File: src/rtl/ins_sched_if.sv
// Bundles the host control, instruction-RAM and execution-unit signals of ins_sched.
// The master modport is the scheduler; the slave modport is everything around it.
`ifndef INS_RAM_DATA_WIDTH
`define INS_RAM_DATA_WIDTH 512
`endif

interface ins_sched_if #(
    parameter int INS_WIDTH = `INS_RAM_DATA_WIDTH,
    parameter int INS_DEPTH = 1024
);
    localparam int AW = $clog2(INS_DEPTH);

    logic                 start;
    logic [AW-1:0]        start_addr;
    logic                 busy;
    logic                 done;
    logic                 err;
    logic [AW-1:0]        err_pc;
    logic [AW-1:0]        pc;
    logic                 ins_ram_en;
    logic [AW-1:0]        ins_ram_addr;
    logic [INS_WIDTH-1:0] ins_ram_dout;
    logic [INS_WIDTH-1:0] ins;
    logic                 conv_start;
    logic                 add_start;
    logic                 remap_start;
    logic                 conv_done;
    logic                 add_done;
    logic                 remap_done;
    logic [31:0]          n_exec;
    logic [31:0]          n_cycles;

    modport master (
        input  start, start_addr, ins_ram_dout, conv_done, add_done, remap_done,
        output busy, done, err, err_pc, pc, ins_ram_en, ins_ram_addr, ins,
               conv_start, add_start, remap_start, n_exec, n_cycles
    );

    modport slave (
        output start, start_addr, ins_ram_dout, conv_done, add_done, remap_done,
        input  busy, done, err, err_pc, pc, ins_ram_en, ins_ram_addr, ins,
               conv_start, add_start, remap_start, n_exec, n_cycles
    );
endinterface

File: src/rtl/ins_sched.sv
// Instruction fetch/dispatch controller: walks instruction RAM from a host start address,
// hands each instruction to one execution unit at a time, and stops on End or an illegal opcode.
`ifndef INS_RAM_DATA_WIDTH
`define INS_RAM_DATA_WIDTH 512
`endif

module ins_sched #(
    parameter int INS_WIDTH = `INS_RAM_DATA_WIDTH,
    parameter int INS_DEPTH = 1024
) (
    input logic         clk,
    input logic         rst,
    ins_sched_if.master bus
);
    localparam int AW = $clog2(INS_DEPTH);

    localparam logic [7:0]    OP_END   = 8'h00;
    localparam logic [7:0]    OP_CONV  = 8'h01;
    localparam logic [7:0]    OP_ADD   = 8'h02;
    localparam logic [7:0]    OP_REMAP = 8'h03;
    localparam logic [AW-1:0] PC_LAST  = AW'(INS_DEPTH - 1);
    localparam logic [AW-1:0] PC_ONE   = AW'(1);

    typedef enum logic [2:0] {
        IDLE,
        FETCH,
        WAIT,
        DECODE,
        EXEC,
        FIN
    } state_t;

    state_t               r_state;
    logic [AW-1:0]        r_pc;
    logic                 r_busy;
    logic                 r_done;
    logic                 r_err;
    logic [AW-1:0]        r_errPc;
    logic                 r_ramEn;
    logic [INS_WIDTH-1:0] r_ins;
    logic                 r_convStart;
    logic                 r_addStart;
    logic                 r_remapStart;
    logic [31:0]          r_nExec;
    logic [31:0]          r_nCycles;

    logic [7:0]           w_op;
    logic                 w_unitDone;
    logic                 w_dispatching;
    logic [AW-1:0]        w_pcNext;

    assign w_op          = r_ins[7:0];
    assign w_dispatching = r_convStart | r_addStart | r_remapStart;
    assign w_pcNext      = (r_pc == PC_LAST) ? '0 : r_pc + PC_ONE;

    // Only the unit selected by the held opcode may end the EXEC wait.
    always_comb begin
        w_unitDone = 1'b0;
        case (w_op)
            OP_CONV:  w_unitDone = bus.conv_done;
            OP_ADD:   w_unitDone = bus.add_done;
            OP_REMAP: w_unitDone = bus.remap_done;
            default:  w_unitDone = 1'b0;
        endcase
    end

    always_ff @(posedge clk or posedge rst) begin
        if (rst) begin
            r_state      <= IDLE;
            r_pc         <= '0;
            r_busy       <= 1'b0;
            r_done       <= 1'b0;
            r_err        <= 1'b0;
            r_errPc      <= '0;
            r_ramEn      <= 1'b0;
            r_ins        <= '0;
            r_convStart  <= 1'b0;
            r_addStart   <= 1'b0;
            r_remapStart <= 1'b0;
            r_nExec      <= '0;
            r_nCycles    <= '0;
        end else begin
            r_done       <= 1'b0;
            r_ramEn      <= 1'b0;
            r_convStart  <= 1'b0;
            r_addStart   <= 1'b0;
            r_remapStart <= 1'b0;
            if (r_state != IDLE && r_nCycles != '1) begin
                r_nCycles <= r_nCycles + 32'd1;
            end

            case (r_state)
                IDLE: begin
                    if (bus.start) begin
                        r_pc      <= bus.start_addr;
                        r_err     <= 1'b0;
                        r_errPc   <= '0;
                        r_nExec   <= '0;
                        r_nCycles <= '0;
                        r_busy    <= 1'b1;
                        r_ramEn   <= 1'b1;
                        r_state   <= FETCH;
                    end
                end
                FETCH: begin
                    r_state <= WAIT;
                end
                WAIT: begin
                    r_ins   <= bus.ins_ram_dout;
                    r_state <= DECODE;
                end
                DECODE: begin
                    case (w_op)
                        OP_END: begin
                            r_done  <= 1'b1;
                            r_state <= FIN;
                        end
                        OP_CONV: begin
                            r_convStart <= 1'b1;
                            r_nExec     <= r_nExec + 32'd1;
                            r_state     <= EXEC;
                        end
                        OP_ADD: begin
                            r_addStart <= 1'b1;
                            r_nExec    <= r_nExec + 32'd1;
                            r_state    <= EXEC;
                        end
                        OP_REMAP: begin
                            r_remapStart <= 1'b1;
                            r_nExec      <= r_nExec + 32'd1;
                            r_state      <= EXEC;
                        end
                        default: begin
                            r_err   <= 1'b1;
                            r_errPc <= r_pc;
                            r_done  <= 1'b1;
                            r_state <= FIN;
                        end
                    endcase
                end
                // A done arriving while our own start pulse is still high belongs to nobody we launched.
                EXEC: begin
                    if (w_unitDone && !w_dispatching) begin
                        r_pc    <= w_pcNext;
                        r_ramEn <= 1'b1;
                        r_state <= FETCH;
                    end
                end
                FIN: begin
                    r_busy  <= 1'b0;
                    r_state <= IDLE;
                end
                default: begin
                    r_busy  <= 1'b0;
                    r_state <= IDLE;
                end
            endcase
        end
    end

    assign bus.busy         = r_busy;
    assign bus.done         = r_done;
    assign bus.err          = r_err;
    assign bus.err_pc       = r_errPc;
    assign bus.pc           = r_pc;
    assign bus.ins_ram_en   = r_ramEn;
    assign bus.ins_ram_addr = r_pc;
    assign bus.ins          = r_ins;
    assign bus.conv_start   = r_convStart;
    assign bus.add_start    = r_addStart;
    assign bus.remap_start  = r_remapStart;
    assign bus.n_exec       = r_nExec;
    assign bus.n_cycles     = r_nCycles;
endmodule
File: src/flat_wrapper.sv
// flat-port wrapper written by rule: the top's interface ports become plain ports
module ins_sched_flat 
#(
    parameter int INS_WIDTH = `INS_RAM_DATA_WIDTH,
    parameter int INS_DEPTH = 1024
)
  (clk, rst, bus_start, bus_start_addr, bus_ins_ram_dout, bus_conv_done, bus_add_done, bus_remap_done, bus_busy, bus_done, bus_err, bus_err_pc, bus_pc, bus_ins_ram_en, bus_ins_ram_addr, bus_ins, bus_conv_start, bus_add_start, bus_remap_start, bus_n_exec, bus_n_cycles);
  ins_sched_if #(.INS_WIDTH(INS_WIDTH), .INS_DEPTH(INS_DEPTH)) bus_i ();
  input logic clk;
  input logic rst;
  input wire logic [$bits(bus_i.start)-1:0] bus_start;
  input wire logic [$bits(bus_i.start_addr)-1:0] bus_start_addr;
  input wire logic [$bits(bus_i.ins_ram_dout)-1:0] bus_ins_ram_dout;
  input wire logic [$bits(bus_i.conv_done)-1:0] bus_conv_done;
  input wire logic [$bits(bus_i.add_done)-1:0] bus_add_done;
  input wire logic [$bits(bus_i.remap_done)-1:0] bus_remap_done;
  output wire logic [$bits(bus_i.busy)-1:0] bus_busy;
  output wire logic [$bits(bus_i.done)-1:0] bus_done;
  output wire logic [$bits(bus_i.err)-1:0] bus_err;
  output wire logic [$bits(bus_i.err_pc)-1:0] bus_err_pc;
  output wire logic [$bits(bus_i.pc)-1:0] bus_pc;
  output wire logic [$bits(bus_i.ins_ram_en)-1:0] bus_ins_ram_en;
  output wire logic [$bits(bus_i.ins_ram_addr)-1:0] bus_ins_ram_addr;
  output wire logic [$bits(bus_i.ins)-1:0] bus_ins;
  output wire logic [$bits(bus_i.conv_start)-1:0] bus_conv_start;
  output wire logic [$bits(bus_i.add_start)-1:0] bus_add_start;
  output wire logic [$bits(bus_i.remap_start)-1:0] bus_remap_start;
  output wire logic [$bits(bus_i.n_exec)-1:0] bus_n_exec;
  output wire logic [$bits(bus_i.n_cycles)-1:0] bus_n_cycles;
  assign bus_i.start = bus_start;
  assign bus_i.start_addr = bus_start_addr;
  assign bus_i.ins_ram_dout = bus_ins_ram_dout;
  assign bus_i.conv_done = bus_conv_done;
  assign bus_i.add_done = bus_add_done;
  assign bus_i.remap_done = bus_remap_done;
  assign bus_busy = bus_i.busy;
  assign bus_done = bus_i.done;
  assign bus_err = bus_i.err;
  assign bus_err_pc = bus_i.err_pc;
  assign bus_pc = bus_i.pc;
  assign bus_ins_ram_en = bus_i.ins_ram_en;
  assign bus_ins_ram_addr = bus_i.ins_ram_addr;
  assign bus_ins = bus_i.ins;
  assign bus_conv_start = bus_i.conv_start;
  assign bus_add_start = bus_i.add_start;
  assign bus_remap_start = bus_i.remap_start;
  assign bus_n_exec = bus_i.n_exec;
  assign bus_n_cycles = bus_i.n_cycles;
  ins_sched #(.INS_WIDTH(INS_WIDTH), .INS_DEPTH(INS_DEPTH)) u_core (.clk(clk), .rst(rst), .bus(bus_i));
endmodule
File: config.mk
export PLATFORM = sky130hd
export DESIGN_NAME = ins_sched_flat
export DESIGN_NICKNAME = d
export VERILOG_FILES = /design/src/rtl/ins_sched_if.sv /design/src/rtl/ins_sched.sv /design/src/flat_wrapper.sv
export SDC_FILE = /design/constraint.sdc
export NUM_CORES = 1
export LEC_CHECK = 0
export CAP_MARGIN = 20
export CORE_AREA = 4 4 438 440
export CTS_CLUSTER_DIAMETER = 120
export DETAILED_ROUTE_END_ITERATION = 8
export DIE_AREA = 0 0 442 444
export GPL_ROUTABILITY_DRIVEN = 0
export PLACE_DENSITY = 0.35
export SLEW_MARGIN = 20
export SYNTH_ARGS = -nofsm -noshare
export SYNTH_HDL_FRONTEND = slang
export SYNTH_SLANG_ARGS = --single-unit
File: constraint.sdc
create_clock -name clk -period 28.1 [get_ports clk]
set_clock_uncertainty 0.2 [all_clocks]
set_input_delay 7.025 -clock clk [delete_from_list [all_inputs] [get_ports clk]]
set_output_delay 7.025 -clock clk [all_outputs]
set_load 0.05 [all_outputs]
== Word level (Yosys, flattened, before mapping) ==
Cells that the tools add are included.

* Memory bits (writable): 0
* Memories kept: 0
* ROM bits: 0
* Bits in latches: 0
* Register bits: 606

* Shifts and indexed selects: 0
* Bitwise logic cells: 3
* Add/subtract/negate cells: 3
* Reductions and logical operators: 16
* Eq/ne operators: 13
* Div/mod/pow operators: 0
* Multiply operators: 0
* Order comparisons: 0
* Multiplexer cells: 34

{| class="wikitable"
|+ Operators by type and width
! kind !! count
|-
| two-way mux 32 bit || 5
|-
| adder 32 x 1 -> 32 bit (second input constant) || 2
|-
| case mux 32 bit (2 select lines) || 1
|-
| two-way mux 10 bit || 5
|-
| case mux 10 bit (2 select lines) || 2
|-
| inequality test 32 bit (second input constant) || 1
|-
| equality test 8 x 2 -> 1 bit (second input constant) || 2
|-
| case mux 3 bit (5 select lines) || 1
|-
| two-way mux 1 bit || 14
|-
| adder 10 x 1 -> 10 bit (second input constant) || 1
|-
| equality test 10 bit (second input constant) || 1
|-
| AND reduction 3 bit || 3
|-
| equality test 8 x 1 -> 1 bit (second input constant) || 1
|-
| zero test 8 bit || 1
|-
| OR reduction 4 bit || 2
|-
| equality test 3 x 2 -> 1 bit (second input constant) || 2
|-
| two-way mux 3 bit || 2
|-
| inequality test 2 bit (second input constant) || 3
|-
| case mux 1 bit (2 select lines) || 3
|-
| AND reduction 2 bit || 2
|-
| nonzero test 2 bit || 2
|-
| equality test 3 x 1 -> 1 bit (second input constant) || 1
|-
| equality test 3 bit (second input constant) || 1
|-
| zero test 3 bit || 1
|-
| 8 further kinds || 10
|}

== Logic depth before layout (Yosys ltp) ==
* Depth after elaboration: 6
* Gate-level depth with buffers: 8
* Depth with buffers taken out: 6

== Worst setup path after synthesis ==
OpenSTA, ideal clock, no wires.

* Kind: input to register
* Start: input port bus_start
* End: register u_core.r_nExec[18] (netlist: u_core.bus.n_exec[18])
* Stages on the path: 5
* Arrival: 8.161 ns
* Path slack: 19.607 ns
* Path buffers: 3
* Required time: 27.768 ns
* Path through: nor4b_2 buf_2 buf_1 buf_1 nor2_1

* Cells in the longest elaborated chain, start to end: 2

{| class="wikitable"
|+ Ends and longest elaborated chain
! element !! line !! text
|-
| from (decl) || flat_wrapper.sv:11 || <nowiki>input wire logic [$bits(bus_i.start)-1:0] bus_start;</nowiki>
|-
| inequality test 2 bit (no line) || - ||
|-
| AND reduction 3 bit (no line) || - ||
|-
| to (signal assigned) || ins_sched.sv:120 || <nowiki>r_nExec <= r_nExec + 32'd1;</nowiki>
|-
| to (signal assigned) || ins_sched.sv:125 || <nowiki>r_nExec <= r_nExec + 32'd1;</nowiki>
|-
| to (signal assigned) || ins_sched.sv:130 || <nowiki>r_nExec <= r_nExec + 32'd1;</nowiki>
|-
| to (decl) || ins_sched.sv:44 || <nowiki>logic [31:0] r_nExec;</nowiki>
|}

No other way between the ends.
A chain may end at the register's enable or synchronous reset.

==> key figures <==
Logic synthesis
  – EDFF count, synth: 0
  – Prevailing post-synth register cell: dfrtp_1
  – Mapped Nets: 2,171
  – Mapped Area: 0.02396 mm2
  – Area contributors post-synth: dfrtp_1 (63%), mux2_2 (24%), buf_2 (1.2%), o21ai_0 (0.96%), nand2_1 (0.96%)
  – Seq cells post-synth: 606
  – Yosys top cell area share: 63.30%
  – Average size of a mapped cell: 14.61 um2
  – Synth warnings: 0
  – Cells after Synth: 1,640
  – Post-synthesis sequential area ratio: 63.30%
  – Synth cell types: 61
  – Area leader, netlist: dfrtp_1
  – Share of flip-flops with an asynchronous set or reset: 100.0%

Route
  – Iter 0 DRT Violations: 799
  – Routed WL per cell: 25.53 um
  – First-pass detailed-route iteration total: 5
  – Via density: 3.457
  – DRC viols: 0
  – Routed wire length: 137,100 um
  – ANT nets after route: 0
  – Via count: 18,570

Clock tree
  – Number of hold buffers added after cts: 0
  – Clk_lat worst skew: 690 ps
  – CTS Buf Count: 85
  – Number of gates resized after cts: 0
  – Max H-tree Level: 3
  – Clk slew on worst S/H paths: 50 ps
  – Post-CTS Setup Repair Bufs: 0
  – CTS tree: done
  – Clock Tree Buf Depth: 3
  – Root Driver: clkbuf_16
  – Clock sink count: 606

STA
  – Slew Limit Fails: 0
  – Final min period: 10,790 ps
  – Finish-stage setup viols: 0
  – Final hold violations: 0
  – RSZ-0062 raised after global routing: no
  – TNS Setup: 0 ps
  – Max-slew headroom: 35.81%
  – Worst Hold Margin: 287.5 ps
  – Slew @ Worst Pin: 962.9 ps
  – Period utilization: 38.39%
  – FMAX: 0.09269 GHz

Die
  – Die area: 0.1962 mm2
  – Io pins: 1,141
  – Starting Density: 12.77%
  – Die W: 442 um
  – Die outline height: 444 um
  – Row count: 159
  – Area of the core: 0.1876 mm2

Job
  – Max cap viols: 0

Cells and area
  – Area growth from synthesis to layout: 71.29%
  – Final cell count without fillers: 5,371
  – Sequential cell area: 0.01516 mm2
  – Commonest non-fill, non-tap cell in the layout: clkdlybuf4s50_1
  – Most frequent cells in the layout: clkdlybuf4s50_1 (1,140), dfrtp_1 (606), mux2_2 (513), clkbuf_16 (86), nand2_1 (61)
  – Ratio of cells with drive above 1 in the final layout: 23.90%
  – Fin util: 21.88%
  – Fin nets: 3,327
  – Fillers: 20,170
  – Footprint of the multi-input gates: 0.008265 mm2

Setup path
  – Crit end category: async pin
  – Worst Path Arrival: 11,300 ps
  – Reg2Reg Depth: 7
  – Critical path launch point type: primary input
  – Setup CP Type: primary input to async pin
  – CP Max Fanout: 93
  – Worst EP required: 28,620 ps

Power and ir drop
  – Worst VDD drop: 60.87 uV
  – P per Cell Area: 147.8 mW/mm2
  – Leakage power: 15.92 nW

Min path
  – Worst hold path depth: 1
  – Hold WC Path Type: register to register

Global route
  – Vias in the first global route: 19,740
  – Antenna violations before repair: 77
  – Gr usage total: 13.53%
  – Largest net degree at the start of global routing: 101
  – First-pass GRT wire length: 183,200 um
  – Grt total ovfl: 0

Run status
  – Status: completed

Place
  – Detailed Place HPWL: 111,000 um
  – Placed Instances: 5,204
  – I/O Buffers: 1,140
[cells by family (layout without fill, tap and decap cells)]
| kind of cell | count (synthesis) | count (layout) | synth area share (%) |
|---|---|---|---|
| flops | 606 | 606 | 63.30 |
| mux | 516 | 516 | 24.24 |
| simple gates | 232 | 232 | 5.332 |
| compound gates | 148 | 148 | 3.912 |
| buf+inv | 113 | 1335 | 2.261 |
| xor+xnor | 22 | 22 | 0.8043 |
| fa+ha+maj | 3 | 3 | 0.1567 |
| other cells | 0 | 14 | 0 |
[Yosys cell counts (all sizes together) (4+ instances only)]
library cell / instances
dfrtp: 606
mux2: 513
buf: 74
nand2: 61
o21ai: 47
a21oi: 42
nor2: 42
nand3: 24
clkbuf: 22
nand4: 20
or3: 20
inv: 17
xnor2: 14
o31ai: 10
and3: 9
nor3: 9
nor4: 9
xor2: 8
or4: 7
a31oi: 6
o211ai: 6
a2111oi: 5
a21o: 5
and4: 5
a22o: 4
and2: 4
nand3b: 4
nor3b: 4
or2: 4
[area by class of cell]
cell class | instances | share of cell area [%]
clock buffer | 135 | 6.204
clock inverter | 18 | 0.5336
antenna | 14 | 0.08537
sequential | 606 | 36.95
tap | 2495 | 7.607
inverter | 17 | 0.1738
timing repair buffer | 1165 | 28.30
multi-input combinational | 921 | 20.14
[power breakdown]
part	internal (mW)	leakage, nW	switching (mW)
sequential	1.29	7.29	0.274
clock	0.642	1.36	0.446
combinational	1.21	7.28	2.21
total	3.14	15.9	2.93
[worst max-delay path, stage by stage]
cell and delay (ps):
clkdlybuf4s50_1 490, inv_8 500, buf_4 750, buf_4 730, buf_4 770, buf_4 760
[path summary, 6_finish.rpt]
path	startpoint	slack [ps]	end
worst max-delay path	rst	17310	u_core.bus.ins[319]$_DFFE_PP0N_
worst min-delay path	u_core.bus.err$_DFFE_PP0P_	290	u_core.bus.err$_DFFE_PP0P_
worst max register to register	u_core.r_state[1]$_DFFE_PP0P_	22540	u_core.bus.ins[285]$_DFFE_PP0N_
worst min register to register	u_core.bus.err$_DFFE_PP0P_	290	u_core.bus.err$_DFFE_PP0P_
max in group clk	u_core.bus.ins_ram_addr[0]$_DFFE_PP0P_	18620	bus_ins_ram_addr[0]
min in group asynchronous	rst	6630	u_core.bus.n_exec[26]$_DFFE_PP0P_
[state kept, by name (all words and copies together) (netlist names)]
register and flops:
u_core.bus.add_start 1, u_core.bus.busy 1, u_core.bus.conv_start 1, u_core.bus.done 1
u_core.bus.err 1, u_core.bus.err_pc 10, u_core.bus.ins 512, u_core.bus.ins_ram_addr 10
u_core.bus.ins_ram_en 1, u_core.bus.n_cycles 32, u_core.bus.n_exec 32, u_core.bus.remap_start 1
u_core.r_state 3
[metrics by stage]
step	power, mW	worst slack (ps)	instance area, um2
floorplan	3.674	3910	23960
finish	6.064	17310	41040
global placement	5.047	16270	38230
detailed placement	5.050	16300	38230
CTS	6.195	17120	41000
global route	6.328	16650	41010
[metal layers]
layer,track usage (%),wire (um)
met5,0,304
met3,4.568,9354
met2,24.64,72020
met4,2.849,2366
met1,15.24,53080
No activity file was read; power rests on OpenSTA's default activity.
